### src/rtl/seg7_scan_to_bcd.sv
// seg7_scan_to_bcd: snoops a scanned 7-segment bus, qualifies each digit for stability, decodes it to BCD
// and assembles NUM_DIGITS digits into a frame. Optional macro SEG7_ACTIVE_LOW_EN selects active-low pins.
`default_nettype none

module seg7_scan_to_bcd #(
   parameter int NUM_DIGITS    = 4,
   parameter int STABLE_CYCLES = 4,
   localparam int IDX_W = (NUM_DIGITS > 1) ? $clog2(NUM_DIGITS) : 1,
   localparam int CNT_W = $clog2(STABLE_CYCLES + 1)
) (
   input  logic                    clk,
   input  logic                    rst_n,
   input  logic                    seg_a,
   input  logic                    seg_b,
   input  logic                    seg_c,
   input  logic                    seg_d,
   input  logic                    seg_e,
   input  logic                    seg_f,
   input  logic                    seg_g,
   input  logic [NUM_DIGITS-1:0]   dig_sel,
   output logic                    digit_valid,
   output logic [IDX_W-1:0]        digit_idx,
   output logic [3:0]              digit_bcd,
   output logic [4*NUM_DIGITS-1:0] bcd_out,
   output logic [NUM_DIGITS-1:0]   err_mask,
   output logic                    frame_valid
);

   localparam int SW = NUM_DIGITS + 7;

   logic [SW-1:0]           pins;
   logic [SW-1:0]           sample;
   logic [SW-1:0]           cur;
   logic [CNT_W-1:0]        cnt;
   logic                    done;
   logic [NUM_DIGITS-1:0]   seen;
   logic [4*NUM_DIGITS-1:0] shadow_bcd;
   logic [NUM_DIGITS-1:0]   shadow_err;

   logic [NUM_DIGITS-1:0]   sel;
   logic [6:0]              seg;
   logic                    one_hot;
   logic [IDX_W-1:0]        sel_idx;
   logic [3:0]              dec_val;
   logic                    dec_err;
   logic                    capture;
   logic [NUM_DIGITS-1:0]   merged_seen;
   logic [4*NUM_DIGITS-1:0] next_bcd;
   logic [NUM_DIGITS-1:0]   next_err;

   assign pins = {dig_sel, seg_a, seg_b, seg_c, seg_d, seg_e, seg_f, seg_g};

   // The sample register holds pin-level data so its reset value equals an idle bus.
`ifdef SEG7_ACTIVE_LOW_EN
   localparam logic [SW-1:0] IDLE = '1;
   assign cur = ~sample;
`else
   localparam logic [SW-1:0] IDLE = '0;
   assign cur = sample;
`endif

   assign sel = cur[SW-1:7];
   assign seg = cur[6:0];

   always_comb begin
      one_hot = (sel != '0) && ((sel & (sel - NUM_DIGITS'(1))) == '0);
      sel_idx = '0;
      for (int i = 0; i < NUM_DIGITS; i++) begin
         if (sel[i]) sel_idx = IDX_W'(i);
      end
   end

   always_comb begin
      dec_err = 1'b0;
      case (seg)
         7'b1111110: dec_val = 4'd0;
         7'b0110000: dec_val = 4'd1;
         7'b1101101: dec_val = 4'd2;
         7'b1111001: dec_val = 4'd3;
         7'b0110011: dec_val = 4'd4;
         7'b1011011: dec_val = 4'd5;
         7'b1011111: dec_val = 4'd6;
         7'b1110000: dec_val = 4'd7;
         7'b1111111: dec_val = 4'd8;
         7'b1111011: dec_val = 4'd9;
         default: begin
            dec_val = 4'hF;
            dec_err = 1'b1;
         end
      endcase
   end

   // done marks that the current stable pattern was already offered for capture.
   assign capture     = (cnt == CNT_W'(STABLE_CYCLES)) && !done && one_hot;
   assign merged_seen = seen | sel;

   always_comb begin
      next_bcd = shadow_bcd;
      next_err = shadow_err;
      for (int i = 0; i < NUM_DIGITS; i++) begin
         if (sel[i]) begin
            next_bcd[4*i +: 4] = dec_val;
            next_err[i]        = dec_err;
         end
      end
   end

   always_ff @(posedge clk or negedge rst_n) begin
      if (!rst_n) begin
         sample      <= IDLE;
         cnt         <= '0;
         done        <= 1'b0;
         seen        <= '0;
         shadow_bcd  <= '0;
         shadow_err  <= '0;
         digit_valid <= 1'b0;
         digit_idx   <= '0;
         digit_bcd   <= '0;
         bcd_out     <= '0;
         err_mask    <= '0;
         frame_valid <= 1'b0;
      end else begin
         sample      <= pins;
         digit_valid <= capture;
         frame_valid <= 1'b0;
         if (pins != sample) begin
            cnt  <= CNT_W'(1);
            done <= 1'b0;
         end else if (cnt != CNT_W'(STABLE_CYCLES)) begin
            cnt <= cnt + CNT_W'(1);
         end else begin
            done <= 1'b1;
         end
         if (capture) begin
            digit_idx  <= sel_idx;
            digit_bcd  <= dec_val;
            shadow_bcd <= next_bcd;
            shadow_err <= next_err;
            if (&merged_seen) begin
               bcd_out     <= next_bcd;
               err_mask    <= next_err;
               frame_valid <= 1'b1;
               seen        <= '0;
            end else begin
               seen <= merged_seen;
            end
         end
      end
   end

endmodule

`default_nettype wire

### config.mk
export PLATFORM = sky130hd
export DESIGN_NAME = seg7_scan_to_bcd
export DESIGN_NICKNAME = d
export VERILOG_FILES = /design/src/rtl/seg7_scan_to_bcd.sv
export SDC_FILE = /design/constraint.sdc
export NUM_CORES = 1
export LEC_CHECK = 0
export ABC_AREA = 1
export BUFFER_PORTS_ARGS = -buffer_cell sky130_fd_sc_hd__buf_2
export CORE_MARGIN = 8
export CORE_UTILIZATION = 55
export DETAILED_ROUTE_END_ITERATION = 7
export GPL_TIMING_DRIVEN = 1
export PLACE_DENSITY = 0.8
export SETUP_SLACK_MARGIN = 0.05
export SLEW_MARGIN = 20
export SYNTH_ARGS = -nofsm -noshare
export SYNTH_HDL_FRONTEND = slang
export SYNTH_SLANG_ARGS = --single-unit
### constraint.sdc
create_clock -name clk -period 2.5 [get_ports clk]
set_clock_uncertainty 0.1 [all_clocks]
set_input_delay 0.125 -clock clk [delete_from_list [all_inputs] [get_ports clk]]
set_output_delay 0.125 -clock clk [all_outputs]
set_load 0.05 [all_outputs]
==> results by group <==
Power
  – Lkg Pwr: about 0.0020 uW
  – Clock power share: around 44%
  – Sequential power share: between 40% and 50%
  – Max VDD drop: 0.523 mV
  – Sw Share: between 20 and 25%
  – Pwr per Cell Area: between 500 and 600 nW/um^2
  – Psw: around 520 uW
  – Internal: ~1700 uW
  – Combinational fraction of design power: about 6.4%

Floorplan
  – Core area: ~5800 sq um
  – Die Area: around 8600 sq um
  – Die width: 92.9 um
  – Initial core utilization: 55.9%
  – Die Ht: between 90 and 100 um
  – Ports: 41
  – Row cnt: 28

Worst setup path
  – Critical setup path kind: register to register
  – Critical Path Start Type: register
  – Crit. End Element: register
  – Critical path required time: 2.66 ns
  – Crit path DAT: 2.22 ns
  – Top fanout value on the critical path: 15

Final layout
  – Final Non-Filler Cells: slightly below 500
  – Fill count: just under 500
  – Seq. cell area: around 1700 sq um
  – Nets: around 430
  – Area delta synth->final: 17.2%
  – Diode count: 0
  – Layout cells sized above 1: between 20% and 30%
  – Multi-input logic area: 1350 sq um
  – Final Util: around 66%
  – Finished Cell Area: about 3800 sq um

Outcome
  – Outcome: completed

Clocking
  – Post-CTS sizing: 0
  – CTS tree: built
  – Later-pin clock latency in the skew report: between 0.3 and 0.4 ns
  – Clock root buffer: clkbuf_8
  – H-tree Lvls: 3
  – CTS sink cnt: 67
  – Clk buf depth: 2
  – Worst-path clk slew: around 0.07 ns
  – CTS buffer count: 9

Detailed routing
  – DRT Pass-1 Iters: 4
  – # DRC: 0
  – Routed vias: between 2000 and 3000
  – Vias per cell: about 5.2
  – Total wire length: 6.97 mm
  – Routed len/inst: about 14 um
  – Initial drt markers: approximately 110
  – Antenna-violating nets left: 0

Global route
  – Met3 usage: about 4.1%
  – Largest net degree at the start of global routing: 39
  – First-pass GRT wire length: about 12 mm
  – Gr usage total: between 10% and 20%
  – Initial antenna violation count: 0
  – Vias in the first global route: about 2700
  – Met2 GRT Util: between 20% and 30%
  – GR met1 Demand/Resource: about a fifth
  – Global route hottest layer: met2
  – Remaining global-route overflow: 0

STA
  – Final worst path period need: between 2 and 2.5 ns
  – Period Utilization, post-route: between 80% and 90%
  – Final setup margin: approximately 0.44 ns
  – Hold Violations, Final: 0
  – Rel. slew slack: approximately 55%
  – Final Setup Violations: 0
  – Fmax: roughly 480 MHz
  – Post-route setup TNS: 0 ns
  – Max-slew violation count: 0
  – RSZ-0062 raised after global routing: false
  – Worst Tran Pin Value: between 0.6 and 0.7 ns

Job
  – MaxCap Viol Count: 0

Synth
  – Syn. warnings: 0
  – Post-synth EDFFs: 0
  – Synth cell count leaders: 89 x nand2_1, 67 x dfrtp_1, 34 x nor2_1
  – Synth area leaders: dfrtp_1 52%, nand2_1 10%, nor2_1 3.9%, nand3_1 3.2%, xnor2_1 2.7%
  – Most frequent cell after synthesis: nand2_1
  – Syn_nets: 380
  – Syn Inst Count: around 370
  – Synth Cell Area: 3250 sq um
  – #FFs+latches synth: 67
  – Syn Area/Cell: between 8 and 9 sq um
  – Synth cell types: 34
  – Share of the synthesized area in the top cell type: between 50 and 60%
  – Post-synth top flop: dfrtp_1
  – Leading area contributor after synthesis: dfrtp_1
  – Register area share after synthesis: about half
  – Async SR Flop Fraction: 100%

Placement
  – Placed insts: approximately 470
  – PortBufs: 40
  – Setup WS pre-CTS: approximately 0.46 ns
  – Area after DPL: roughly 3500 sq um
  – Routability Congestion: around 0.8
  – Post-DP HPWL: 4.92 mm

Hold path
  – HP Class: primary input to asynchronous set/reset pin
kinds of logic after synthesis:
group | Yosys count | synth area share (%)
AO/OA/AOI/OAI | 53 | 9.31
flip-flops | 67 | 51.6
AND/OR/NAND/NOR | 186 | 28.3
buffers and inverters | 45 | 6.85
adder cells (fa/ha/maj) | 2 | 0.769
XOR/XNOR | 12 | 3.23
metrics by stage:
stage / hold slack (ns) / total power, uW
2_1_floorplan: -0.271 / 1220
3_3_place_gp: 0.102 / 1270
3_5_place_dp: 0.104 / 1270
4_1_cts: 0.268 / 2260
5_1_grt: 0.333 / 2340
6_report: 0.257 / 2240
timing repair:
action / 4_1_cts / 5_1_grt
hold endpoints to repair: 40 / 0
setup buffers: 0 / 0
setup endpoints to repair: 0 / 0
hold buffers: 12 / 0
flip-flops by register name (all words and copies together) (netlist names):
signal and flops:
shadow_bcd 16, bcd_out 16, done 1, digit_valid 1, digit_bcd 4, digit_idx 2, seen 4, frame_valid 1
err_mask 4, shadow_err 4, cur 11, cnt 3
per-layer routing:
| metal | vias to the layer above | wire, um |
|---|---|---|
| met5 | - | 0 |
| met4 | 0 | 164 |
| met3 | 15 | 376 |
| met2 | 65 | 3410 |
| met1 | 1202 | 3020 |
| li1 | 1275 | - |
layout make-up:
type                       instances  share of cell area (%)
tap                               75                    2.46
sequential                        67                    44.0
multi-input combinational        253                    35.5
clock inverter                     5                    2.04
inverter                          32                    3.28
timing repair buffer              54                    9.13
clock buffer                      10                    3.61
final timing paths:
| check | from | end | slack, ns | depth (start not counted) |
|---|---|---|---|---|
| max in group asynchronous | rst_n | cur[6]$_DFF_PN0_ | 1.40 | 3 |
| worst min-delay path | rst_n | err_mask[0]$_DFFE_PN0P_ | 0.26 | 2 |
| worst max-delay path | cur[9]$_DFF_PN0_ | bcd_out[14]$_DFFE_PN0P_ | 0.44 | 8 |
| worst min register to register | shadow_bcd[8]$_DFFE_PN0N_ | shadow_bcd[8]$_DFFE_PN0N_ | 0.37 | 2 |
| worst max register to register | cur[9]$_DFF_PN0_ | bcd_out[14]$_DFFE_PN0P_ | 0.44 | 8 |
| min in group clk | dig_sel[3] | cur[10]$_DFF_PN0_ | 0.34 | 2 |
cell usage in the layout, fill, tap and decap left out, types with 3 or more instances in the layout:
master,count
nand2_1,89
dfrtp_1,67
buf_2,40
nor2_1,34
inv_1,23
nand3_1,21
o21ai_0,16
a21oi_1,16
dlygate4sd3_1,12
xnor2_1,10
o21ai_1,10
clkbuf_8,10
nand2_2,8
inv_2,7
nor3_1,6
nor2_2,5
nand3_2,5
o21a_1,5
or2_2,4
o21ai_2,3
nand2_4,3
nor2_4,3
nand4_1,3
power groups by stage:
stage | logic (uW) | registers, uW | clock network, uW
floorplan | 95.1 | 1120 | 0
global placement | 127 | 1140 | 0
detailed placement | 130 | 1140 | 0
CTS | 145 | 1120 | 1000
global route | 160 | 1120 | 1050
finish | 143 | 1120 | 983
critical path, stage by stage, from the launching register on:
cell and delay [ns]:
dfrtp_1 0.63, inv_1 0.16, nand2_1 0.11, nand2_1 0.05, nor3_1 0.17, nand3_2 0.16, inv_2 0.27, o21ai_0 0.15
o21ai_0 0.19
No activity file was read; power rests on OpenSTA's default activity.
